===== src/rtl/alu_issue_ctrl_pkg.sv =====
// Shared types for the ALU issue controller: opcode encoding, FSM states and opcode legality check.
// Latency: none (declarations only).
// Backpressure: n/a.
package alu_issue_ctrl_pkg;

    localparam int ALU_OPW = 4;

    typedef enum logic [ALU_OPW-1:0] {
        OP_XOR = 4'd3,
        OP_ADD = 4'd4,
        OP_SHL = 4'd5,
        OP_SHR = 4'd6,
        OP_AND = 4'd7
    } alu_op_t;

    typedef enum logic [1:0] {
        IDLE  = 2'd0,
        ISSUE = 2'd1,
        RESP  = 2'd2
    } issue_state_t;

    function automatic logic is_legal_op(input logic [ALU_OPW-1:0] op);
        case (op)
            OP_XOR, OP_ADD, OP_SHL, OP_SHR, OP_AND: return 1'b1;
            default:                                return 1'b0;
        endcase
    endfunction

endpackage


===== src/rtl/alu_issue_ctrl_rr_arbiter.sv =====
// Round-robin arbiter: one-hot grant to the first set request at or after ptr+1 (mod NREQ).
// Latency: purely combinational.
// Backpressure: none; the caller decides whether the grant is used.
// Ports: req_i (request vector), ptr_i (last winner), grant_o (one-hot grant, zero if no request).
module alu_issue_ctrl_rr_arbiter #(
    parameter int NREQ = 2,
    parameter int PW   = (NREQ > 1) ? $clog2(NREQ) : 1
) (
    input  logic [NREQ-1:0] req_i,
    input  logic [PW-1:0]   ptr_i,
    output logic [NREQ-1:0] grant_o
);

    logic          found;
    int            idx_int;
    logic [PW-1:0] idx;

    // Walk the requesters in rotating priority order; the first hit wins.
    always_comb begin
        grant_o = '0;
        found   = 1'b0;
        idx_int = 0;
        idx     = '0;
        for (int k = 1; k <= NREQ; k++) begin
            idx_int = (int'(ptr_i) + k) % NREQ;
            idx     = idx_int[PW-1:0];
            if (!found && req_i[idx]) begin
                grant_o[idx] = 1'b1;
                found        = 1'b1;
            end
        end
    end

endmodule


===== src/rtl/alu_issue_ctrl.sv =====
// Shares one external combinational ALU among NREQ requesters, one op in flight at a time.
// Latency: accept at edge N -> rsp_valid_o from cycle N+2; at least 3 cycles per op.
// Backpressure: holds the response until the owner's rsp_ready_i; accepts nothing while busy_o.
// Ports: req_* valid/ready request channel (flattened op/A/B), rsp_* valid/ready response channel,
//        alu_op_o/alu_a_o/alu_b_o/alu_out_i to the external ALU, busy_o = not idle.
// Optional: define ALU_ZERO_FLAG_EN to add rsp_zero_o (result-is-zero flag, 0 on illegal op).
module alu_issue_ctrl
    import alu_issue_ctrl_pkg::*;
#(
    parameter int NREQ  = 2,
    parameter int WIDTH = 8,
    parameter int OPW   = 4
) (
    input  logic                  clk_i,
    input  logic                  rst_i,
    input  logic [NREQ-1:0]       req_valid_i,
    output logic [NREQ-1:0]       req_ready_o,
    input  logic [NREQ*OPW-1:0]   req_op_i,
    input  logic [NREQ*WIDTH-1:0] req_a_i,
    input  logic [NREQ*WIDTH-1:0] req_b_i,
    output logic [NREQ-1:0]       rsp_valid_o,
    input  logic [NREQ-1:0]       rsp_ready_i,
    output logic [WIDTH-1:0]      rsp_data_o,
    output logic                  rsp_err_o,
`ifdef ALU_ZERO_FLAG_EN
    output logic                  rsp_zero_o,
`endif
    output logic [OPW-1:0]        alu_op_o,
    output logic [WIDTH-1:0]      alu_a_o,
    output logic [WIDTH-1:0]      alu_b_o,
    input  logic [WIDTH-1:0]      alu_out_i,
    output logic                  busy_o
);

    localparam int PW = (NREQ > 1) ? $clog2(NREQ) : 1;

    issue_state_t     state_q;
    logic [PW-1:0]    ptr_q;
    logic [PW-1:0]    owner_q;
    logic [PW-1:0]    owner_d;
    logic [OPW-1:0]   op_q;
    logic [WIDTH-1:0] a_q;
    logic [WIDTH-1:0] b_q;
    logic [WIDTH-1:0] rsp_data_q;
    logic             rsp_err_q;
    logic [NREQ-1:0]  rsp_valid_q;
    logic [NREQ-1:0]  grant;
    logic             op_legal;
`ifdef ALU_ZERO_FLAG_EN
    logic             rsp_zero_q;
`endif

    alu_issue_ctrl_rr_arbiter #(
        .NREQ (NREQ),
        .PW   (PW)
    ) u_arb (
        .req_i   (req_valid_i),
        .ptr_i   (ptr_q),
        .grant_o (grant)
    );

    // Binary index of the one-hot grant.
    always_comb begin
        owner_d = '0;
        for (int i = 0; i < NREQ; i++) begin
            if (grant[i]) owner_d = PW'(i);
        end
    end

    assign op_legal = is_legal_op(op_q);

    // Grants are only offered in IDLE, and never while reset is held.
    assign req_ready_o = (state_q == IDLE && !rst_i) ? grant : '0;

    always_ff @(posedge clk_i or posedge rst_i) begin
        if (rst_i) begin
            state_q     <= IDLE;
            ptr_q       <= PW'(NREQ - 1);
            owner_q     <= '0;
            op_q        <= '0;
            a_q         <= '0;
            b_q         <= '0;
            rsp_data_q  <= '0;
            rsp_err_q   <= 1'b0;
            rsp_valid_q <= '0;
`ifdef ALU_ZERO_FLAG_EN
            rsp_zero_q  <= 1'b0;
`endif
        end else begin
            case (state_q)
                IDLE: begin
                    if (|grant) begin
                        op_q    <= req_op_i[owner_d*OPW +: OPW];
                        a_q     <= req_a_i[owner_d*WIDTH +: WIDTH];
                        b_q     <= req_b_i[owner_d*WIDTH +: WIDTH];
                        owner_q <= owner_d;
                        ptr_q   <= owner_d;
                        state_q <= ISSUE;
                    end
                end
                ISSUE: begin
                    // Illegal opcodes still take the ISSUE slot but the ALU result is discarded.
                    if (op_legal) begin
                        rsp_data_q <= alu_out_i;
                        rsp_err_q  <= 1'b0;
`ifdef ALU_ZERO_FLAG_EN
                        rsp_zero_q <= (alu_out_i == '0);
`endif
                    end else begin
                        rsp_data_q <= '0;
                        rsp_err_q  <= 1'b1;
`ifdef ALU_ZERO_FLAG_EN
                        rsp_zero_q <= 1'b0;
`endif
                    end
                    rsp_valid_q <= NREQ'(1) << owner_q;
                    state_q     <= RESP;
                end
                RESP: begin
                    if (rsp_ready_i[owner_q]) begin
                        rsp_valid_q <= '0;
                        state_q     <= IDLE;
                    end
                end
                default: begin
                    rsp_valid_q <= '0;
                    state_q     <= IDLE;
                end
            endcase
        end
    end

    assign rsp_valid_o = rsp_valid_q;
    assign rsp_data_o  = rsp_data_q;
    assign rsp_err_o   = rsp_err_q;
`ifdef ALU_ZERO_FLAG_EN
    assign rsp_zero_o  = rsp_zero_q;
`endif
    assign alu_op_o    = op_q;
    assign alu_a_o     = a_q;
    assign alu_b_o     = b_q;
    assign busy_o      = (state_q != IDLE);

endmodule


===== config.mk =====
export PLATFORM = sky130hd
export DESIGN_NAME = alu_issue_ctrl
export DESIGN_NICKNAME = d
export VERILOG_FILES = /design/src/rtl/alu_issue_ctrl_pkg.sv /design/src/rtl/alu_issue_ctrl_rr_arbiter.sv /design/src/rtl/alu_issue_ctrl.sv
export SDC_FILE = /design/constraint.sdc
export NUM_CORES = 1
export LEC_CHECK = 0
export BUFFER_PORTS_ARGS = -buffer_cell sky130_fd_sc_hd__buf_2
export CAP_MARGIN = 5
export CORE_MARGIN = 2
export CORE_UTILIZATION = 41
export CTS_CLUSTER_DIAMETER = 80
export DETAILED_ROUTE_END_ITERATION = 10
export GPL_TIMING_DRIVEN = 0
export PLACE_DENSITY = 0.74
export SYNTH_ARGS = -nofsm -noshare
export SYNTH_HDL_FRONTEND = slang
export SYNTH_SLANG_ARGS = --single-unit

===== constraint.sdc =====
create_clock -name clk_i -period 1.6 [get_ports clk_i]
set_input_delay 0.32 -clock clk_i [delete_from_list [all_inputs] [get_ports clk_i]]
set_output_delay 0.32 -clock clk_i [all_outputs]
set_load 0.02 [all_outputs]

Yosys cells after proc, flatten, opt, wreduce, memory -nomap -nowiden
Index checks and enable logic that the tools add are counted.

operators by class
  magnitude comparators = 5
  equal/unequal tests = 9
  shift operators = 4
  add/subtract/negate cells = 2
  bitwise logic cells = 2
  muxes and demuxes = 22
  reductions and logical operators = 13

operator list
  operator                                            number
  indexed part select 16 x 5 -> 8 bit                 2
  == test 4 x 3 -> 1 bit, second input constant       4
  two-way mux 1 bit                                   12
  one-hot mux 2 bit (3 select lines)                  2
  two-way mux 2 bit                                   5
  two-way mux 8 bit                                   1
  indexed part select 8 x 4 -> 4 bit                  1
  < comparator 1 x 2 -> 1 bit, second input constant  3
  AND reduction 2 bit                                 3
  OR reduction 5 bit                                  1
  == test 4 x 2 -> 1 bit, second input constant       1
  logical AND 1 bit                                   4
  adder 1 bit, second input constant                  2
  demux 1 bit (select 1 bit)                          2
  == test 2 x 1 -> 1 bit, second input constant       1
  == test 2 bit, second input constant                1
  >= comparator 1 bit, second input constant          2
  zero test 1 bit                                     2
  zero test 2 bit                                     1
  != test 2 x 1 -> 1 bit, second input constant       1
  != test 2 bit, second input constant                1
  bitwise OR 2 bit                                    1
  nonzero test 2 bit                                  1
  OR reduction 2 bit                                  1
  other kinds (2)                                     2

word-level totals
  register bits = 35
  word-level logic and storage cells = 66
  output and inout bits = 34
  input port bits = 54

Logic depth before layout (Yosys ltp)
Gate-level depths: netlist (run 1).

  depth after elaboration = 11
  gate-level depth with buffers = 5

Modules after synthesis
Synthesis (run 1) repeated with hierarchy kept, for this count alone.

unflattened totals
  cell total of the unflattened synthesis = 120
  area total of the unflattened synthesis = 1,816.7 um2

by module, submodules not included
  module                     instances  cells an instance  sequential area each (um2)  area an instance (um2)
  alu_issue_ctrl             1          117                877.1                       1,798.0
  alu_issue_ctrl_rr_arbiter  1          3                  0.0                         18.8

Worst setup path before layout (run 1)
Ideal clock, no wire load.

  path kind = flip-flop to output port
  from = register state_q[0]
  to = output port req_ready_o[0]
  data arrival time = 1.319 ns
  stages on the path, launching flop included = 4
  setup slack = -0.039 ns
  cell sequence = dfrtp_1 or2_0 buf_4 nor3_1

on the way
  longest elaborated chain between the ends = 3

ends and longest elaborated chain
  element                   RTL line               source
  start: declaration        alu_issue_ctrl.sv:37   issue_state_t state_q;
  start signal: assignment  alu_issue_ctrl.sv:77   state_q <= IDLE;
  start signal: assignment  alu_issue_ctrl.sv:98   state_q <= ISSUE;
  start signal: assignment  alu_issue_ctrl.sv:117  state_q <= RESP;
  zero test 2 bit           alu_issue_ctrl.sv:73   assign req_ready_o = (state_q == IDLE && !rst_i) ? grant : '0;
  logical AND 1 bit         alu_issue_ctrl.sv:73
  two-way mux 2 bit         alu_issue_ctrl.sv:73
  end: declaration          alu_issue_ctrl.sv:17   output logic [NREQ-1:0] req_ready_o,

Every way passes these cells.

Final worst setup path (run 1)
Ends and elaborated chain as after synthesis.

==> key figures, run 1 <==
Cells and area
  • Nets@finish: 275
  • Layout Cells excl Fill: 272
  • Growth of design area from synthesis to finish: 45.43%
  • Leading cell type in the layout, fill and taps excluded: sky130_fd_sc_hd__buf_2
  • Antenna cell count: 0
  • Commonest cells after routing, fill and taps aside: sky130_fd_sc_hd__buf_2, sky130_fd_sc_hd__mux2_4, sky130_fd_sc_hd__dfrtp_1, sky130_fd_sc_hd__buf_4, sky130_fd_sc_hd__a22o_1
  • Proportion of layout cells with a drive suffix above 1: 71.62%
  • Number of inserted filler cells in the final layout: 325

Clocking
  • Buffers from clock root to sink, at most: 2
  • Hold-fix buffer count after cts: 0
  • Total number of clock tree sinks: 35
  • Clock network latency to the later pin of the worst-skew pair: 280 ps
  • Number of levels the H-tree was split into: 2
  • CTS tree: built
  • Number of CTS-inserted buffers: 5
  • CTS root buf: sky130_fd_sc_hd__clkbuf_8
  • Post-CTS clock slew at the launch and capture registers of the worst setup and hold paths: 70 ps

Place
  • HPWL Detailed: 2.911 mm
  • Number of port buffers: 87
  • Gp weighted congestion: 0.7507
  • Placed Cells: 253

STA
  • Unrepaired setup endpoints after global routing: yes
  • Max Clock Freq: 597.8 MHz
  • Worst-case setup margin in the final layout: -72.82 ps
  • Worst slew pin tran: 767.0 ps
  • Rel. slew slack: 48.81%
  • Post-layout min period: 1673 ps
  • Pins over their slew limit: 0
  • Sum of negative setup slack: -658.1 ps
  • Worst clock skew: 3.460 ps
  • Worst hold margin: 216.1 ps
  • Final critical-path share of the clock period: 104.6%
  • # setup viols final: 20
  • Endpoints failing hold: 0

Global route
  • Overall fraction of global-route tracks in use: 16.36%
  • Antenna violations before repair: 0
  • Wire length of the first global-routing pass: 6.120 mm
  • Maximum number of pins on one net before global-route repair: 20
  • Global route total overflow: 0
  • Vias in the first global route: 1331

Status
  • Violations in the final reports: setup timing
  • Outcome: complete, but fails checks

Yosys
  • Number of distinct standard cells referenced by the synthesized netlist: 25
  • Count of yosys warnings during synthesis: 0
  • Synth Register Bits: 35
  • Total standard cell area after synthesis: 1765 um^2
  • Sequential cell area fraction in the yosys report: 49.68%
  • Average footprint of a synthesized cell: 15.35 um^2
  • Net count after synthesis: 169
  • Count of mapped cells out of synthesis: 115

Critical path
  • CP Class: flip-flop to output pin
  • Endpoint of the most critical register-to-register path: alu_a_o[1]$_DFFE_PP0P_
  • Worst R2R Setup Slack: -40 ps
  • Kind of end point of the critical path: output pin
  • Launch point of the worst reg-to-reg path: state_q[0]$_DFFE_PP0P_
  • Worst Path Arrival: 1350 ps
  • Worst path required time: 1280 ps
  • Worst Reg2Reg Path Length in Cells: 6
  • Launching element type of the critical path: flip-flop
  • Largest driver fanout on the critical path: 4
  • Launching instance or port of the critical path: state_q[0]$_DFFE_PP0P_

Power
  • Leakage power: 1.359 nW
  • Maximum vdd ir drop: 0.8240 mV
  • Power per cell area: 1973 nW/um^2

Die
  • Rows: 23
  • Floorplan die height: 69.62 um
  • Initial standard-cell utilization of the core: 43.20%
  • Die ar.: 4847 um^2
  • Ports placed on the boundary: 88
  • Core ar.: 4086 um^2
  • Die X: 69.62 um

Hold path
  • Min-Delay Path Class: input port to async pin

Detailed routing
  • Vias per inst: 4.765
  • Post-DRT Antenna Nets: 0
  • Number of remaining DRC errors: 0
  • Number of search-and-repair iterations in the first detailed-routing pass: 4
  • Count of routing violations after the opening detailed-route iteration: 36
  • Sum of routed wire length over all layers: 3.968 mm
  • Overall via count from detail_route: 1296
  • Avg WL per Cell: 14.59 um

Flow run
  • Number of max-cap violations: 0
[kinds of logic (layout without fill, tap and decap cells)]
group	after synthesis	after routing	share of synthesized area, %
compound gates	21	21	9.427
buf+inv	9	116	3.827
flops	35	35	49.68
mux	41	41	33.31
simple gates	9	9	3.757
[where the power goes]
group          total, mW  leakage, nW  switching, mW  internal, mW
Combinational       2.84        0.888           1.36          1.48
Clock              0.617       0.0477          0.319         0.298
Sequential          1.61        0.423          0.265          1.34
Total               5.07         1.36           1.94          3.12
[critical path, cell delays in order, from the launching register on]
cell	delay, ps
sky130_fd_sc_hd__dfrtp_1	370
sky130_fd_sc_hd__or2_1	230
sky130_fd_sc_hd__buf_6	140
sky130_fd_sc_hd__nor3_4	180
sky130_fd_sc_hd__buf_6	140
[cell type report]
class                   instances  area [um^2]  area share (%)
plain buffers                   6        86.33           3.363
clock buffers                   5        68.82           2.680
repair buffers                 99        603.1           23.49
clock inverters                 3        15.01          0.5848
flip-flops and latches         35        877.1           34.16
well taps                      50        62.56           2.437
multi-input cells              71        843.3           32.85
inverters                       3        11.26          0.4386
[stage by stage]
stage	util [%]	power, mW	setup WS, ps	cell area [um^2]
detailed placement	56.31	4.124	-13.24	2301
CTS	61.45	4.992	-73.57	2511
finish	62.83	5.066	-72.82	2567
global placement	55.63	4.058	-33.98	2273
floorplan	-	3.396	45.03	1775
global route	62.83	5.344	-114.5	2567
[routing by layer]
metal	wire length, um	track usage (%)	vias up
li1	-	-	631
met1	1588	18.93	605
met2	2078	28.31	48
met3	195	4.215	12
met4	106	7.479	0
met5	0	0	-
[Yosys cell counts]
cell type                   instances  area (um^2)
sky130_fd_sc_hd__clkbuf_1           1        3.750
sky130_fd_sc_hd__a211oi_1           1        7.510
sky130_fd_sc_hd__nor2b_1            1        6.260
sky130_fd_sc_hd__nor2_8             1        20.02
sky130_fd_sc_hd__a21oi_1            2        10.01
sky130_fd_sc_hd__nor3_2             1        10.01
sky130_fd_sc_hd__mux2_2             6        67.56
sky130_fd_sc_hd__dfrtp_1           34        850.8
sky130_fd_sc_hd__mux2i_1            1        10.01
sky130_fd_sc_hd__nor3_1             2        10.01
sky130_fd_sc_hd__o2bb2ai_1          2        17.52
sky130_fd_sc_hd__a21bo_2            1        10.01
sky130_fd_sc_hd__o31ai_1            2        15.01
sky130_fd_sc_hd__o21ai_0            4        20.02
sky130_fd_sc_hd__or2_0              1        6.260
sky130_fd_sc_hd__a21bo_4            1        16.27
sky130_fd_sc_hd__mux2_4            34        510.5
sky130_fd_sc_hd__inv_1              3        11.26
sky130_fd_sc_hd__nor2_1             1        3.750
sky130_fd_sc_hd__buf_4              1        7.510
sky130_fd_sc_hd__dfstp_2            1        26.28
sky130_fd_sc_hd__nand2_1            1        3.750
sky130_fd_sc_hd__buf_6              4        45.04
sky130_fd_sc_hd__a22o_1             8        70.07
sky130_fd_sc_hd__nand2b_1           1        6.260
[worst max-delay path by stage]
| stage | endpoint | cells after the start |
|---|---|---|
| after global placement | alu_b_o[1]$_DFFE_PP0P_ | 2 |
| after CTS | req_ready_o[0] | 4 |
| after floorplan | alu_b_o[3]$_DFFE_PP0P_ | 5 |
| after detailed placement | alu_b_o[4]$_DFFE_PP0P_ | 5 |
| final | req_ready_o[0] | 4 |
| after global routing | req_ready_o[0] | 4 |
[flip-flops by register name, indices dropped and copies added (netlist names)]
signal / count
alu_a_o: 8
alu_b_o: 8
alu_op_o: 4
owner_q: 1
ptr_q: 1
rsp_data_o: 8
rsp_err_o: 1
rsp_valid_o: 2
state_q: 2
[what timing repair did]
action                                  in CTS  in global routing
buffers inserted                             8                  2
gates resized for setup                     11                  4
pin swaps                                    1                  3
gates cloned                                 0                  1
endpoints found under the setup margin       6                 22
hold endpoints to repair                     0                  0
No activity file was read; power rests on OpenSTA's default activity.
==> run 2, diff against run 1 <==
BUFFER_PORTS_ARGS = -buffer_cell sky130_fd_sc_hd__clkbuf_2   (was -buffer_cell sky130_fd_sc_hd__buf_2)
==> key figures, run 2 (synthesis gave the netlist of run 1 again) <==
Detailed routing
  • Sum of routed wire length over all layers: 3.986 mm
  • Avg WL per Cell: 14.60 um
  • Count of routing violations after the opening detailed-route iteration: 25
  • Number of search-and-repair iterations in the first detailed-routing pass: 4
  • Post-DRT Antenna Nets: 0
  • Overall via count from detail_route: 1314
  • Number of remaining DRC errors: 0
  • Vias per inst: 4.813

STA
  • # setup viols final: 7
  • Worst slew pin tran: 678.9 ps
  • Pins over their slew limit: 0
  • Max Clock Freq: 620.5 MHz
  • Rel. slew slack: 54.69%
  • Unrepaired setup endpoints after global routing: yes
  • Final critical-path share of the clock period: 100.7%
  • Post-layout min period: 1612 ps
  • Worst-case setup margin in the final layout: -11.65 ps
  • Worst clock skew: 5.255 ps
  • Endpoints failing hold: 0
  • Sum of negative setup slack: -47.50 ps

Flow run
  • Number of max-cap violations: 0

Critical path
  • Endpoint of the most critical register-to-register path: alu_op_o[3]$_DFFE_PP0P_
  • Kind of end point of the critical path: flip-flop
  • Largest driver fanout on the critical path: 5
  • Worst Reg2Reg Path Length in Cells: 5
  • Worst path required time: 1770 ps
  • Worst R2R Setup Slack: -10 ps
  • Launching element type of the critical path: flip-flop
  • CP Class: flip-flop to flip-flop
  • Launch point of the worst reg-to-reg path: ptr_q$_DFFE_PP1P_
  • Worst Path Arrival: 1780 ps

Power
  • Leakage power: 1.397 nW
  • Maximum vdd ir drop: 0.8978 mV
  • Power per cell area: 1978 nW/um^2

Global route
  • Antenna violations before repair: 0
  • Vias in the first global route: 1318
  • Wire length of the first global-routing pass: 6.120 mm
  • Global route total overflow: 0
  • Maximum number of pins on one net before global-route repair: 21
  • Overall fraction of global-route tracks in use: 15.93%

Cells and area
  • Growth of design area from synthesis to finish: 48.12%
  • Nets@finish: 276
  • Combined area of the multi-input logic cells: 847.1 um^2
  • Number of inserted filler cells in the final layout: 323
  • Layout Cells excl Fill: 273
  • Commonest cells after routing, fill and taps aside: sky130_fd_sc_hd__clkbuf_2, sky130_fd_sc_hd__mux2_4, sky130_fd_sc_hd__dfrtp_1, sky130_fd_sc_hd__buf_4
  • Proportion of layout cells with a drive suffix above 1: 71.75%
  • Antenna cell count: 0
  • Sequential cell area: 877.1 um^2
  • Leading cell type in the layout, fill and taps excluded: sky130_fd_sc_hd__clkbuf_2

Place
  • Number of port buffers: 87
  • HPWL Detailed: 2.907 mm
  • Placed Cells: 253
  • Gp weighted congestion: 0.7557

Die
  • Floorplan die height: 69.62 um
  • Die ar.: 4847 um^2
  • Rows: 23
  • Core ar.: 4086 um^2
  • Ports placed on the boundary: 88
  • Initial standard-cell utilization of the core: 43.20%
  • Die X: 69.62 um

Clocking
  • Clock network latency to the later pin of the worst-skew pair: 280 ps
  • Number of CTS-inserted buffers: 5
  • Total number of clock tree sinks: 35
  • Buffers from clock root to sink, at most: 2
  • Post-CTS clock slew at the launch and capture registers of the worst setup and hold paths: 70 ps
  • Number of levels the H-tree was split into: 2
  • CTS root buf: sky130_fd_sc_hd__clkbuf_8
  • CTS tree: built

Hold path
  • Min-Delay Path Class: input port to async pin

Status
  • Outcome: complete, but fails checks
  • Violations in the final reports: setup timing
-- run 2: routing by layer --
metal | vias up | track usage (%) | wire length, um
met3 | 7 | 4.070 | 201
met4 | 0 | 6.838 | 56
li1 | 633 | - | -
met1 | 630 | 18.20 | 1593
met5 | - | 0 | 0
met2 | 44 | 28.10 | 2134
-- run 2: worst max-delay path by stage --
stage / from / endpoint / slack [ps] / depth (start not counted)
final: ptr_q$_DFFE_PP1P_ / alu_op_o[3]$_DFFE_PP0P_ / -10 / 5
after global routing: state_q[1]$_DFFE_PP0P_ / req_ready_o[0] / -40 / 3
after CTS: state_q[0]$_DFFE_PP0P_ / req_ready_o[0] / -80 / 4
after detailed placement: state_q[0]$_DFFE_PP0P_ / alu_b_o[4]$_DFFE_PP0P_ / -20 / 5
after global placement: rst_i / alu_b_o[1]$_DFFE_PP0P_ / -20 / 2
after floorplan: state_q[0]$_DFFE_PP0P_ / alu_b_o[3]$_DFFE_PP0P_ / 50 / 5
-- run 2: repair_timing --
| item | in CTS | in global routing |
|---|---|---|
| hold buffers | 0 | 0 |
| endpoints found under the setup margin | 21 | 22 |
| cloned | 0 | 2 |
| resized for setup | 10 | 10 |
| pin swaps | 1 | 5 |
| setup buffers | 10 | 1 |
-- run 2: through the flow --
stage	hold WS [ps]	area, um^2	power (mW)	util (%)	setup WS (ps)
4_1_cts	190.9	2544	5.096	62.25	-78.45
5_1_grt	232.7	2615	5.452	63.99	-43.61
6_report	179.7	2615	5.171	63.99	-11.65
2_1_floorplan	452.7	1775	3.396	-	45.03
3_5_place_dp	490.7	2301	4.127	56.31	-22.27
3_3_place_gp	489.5	2273	4.063	55.63	-23.35
-- run 2: power by group --
| group | total (mW) | switching [mW] | internal [mW] |
|---|---|---|---|
| registers | 1.63 | 0.281 | 1.34 |
| logic | 2.85 | 1.36 | 1.50 |
| clock network | 0.691 | 0.298 | 0.393 |
| total | 5.17 | 1.94 | 3.24 |
-- run 2: cell type report --
class | instances | area share (%)
Buffer | 5 | 3.014
Sequential cell | 35 | 33.54
Multi-Input combinational cell | 71 | 32.39
Clock buffer | 8 | 3.828
Timing Repair Buffer | 101 | 24.40
Tap cell | 50 | 2.392
Inverter | 3 | 0.4306
-- run 2: worst max-delay path, stage by stage, from the launching register on --
cell                        delay [ps]
sky130_fd_sc_hd__dfstp_2           540
sky130_fd_sc_hd__a21bo_4           150
sky130_fd_sc_hd__buf_12            120
sky130_fd_sc_hd__clkbuf_16         140
sky130_fd_sc_hd__mux2_4            290
sky130_fd_sc_hd__mux2_4            250
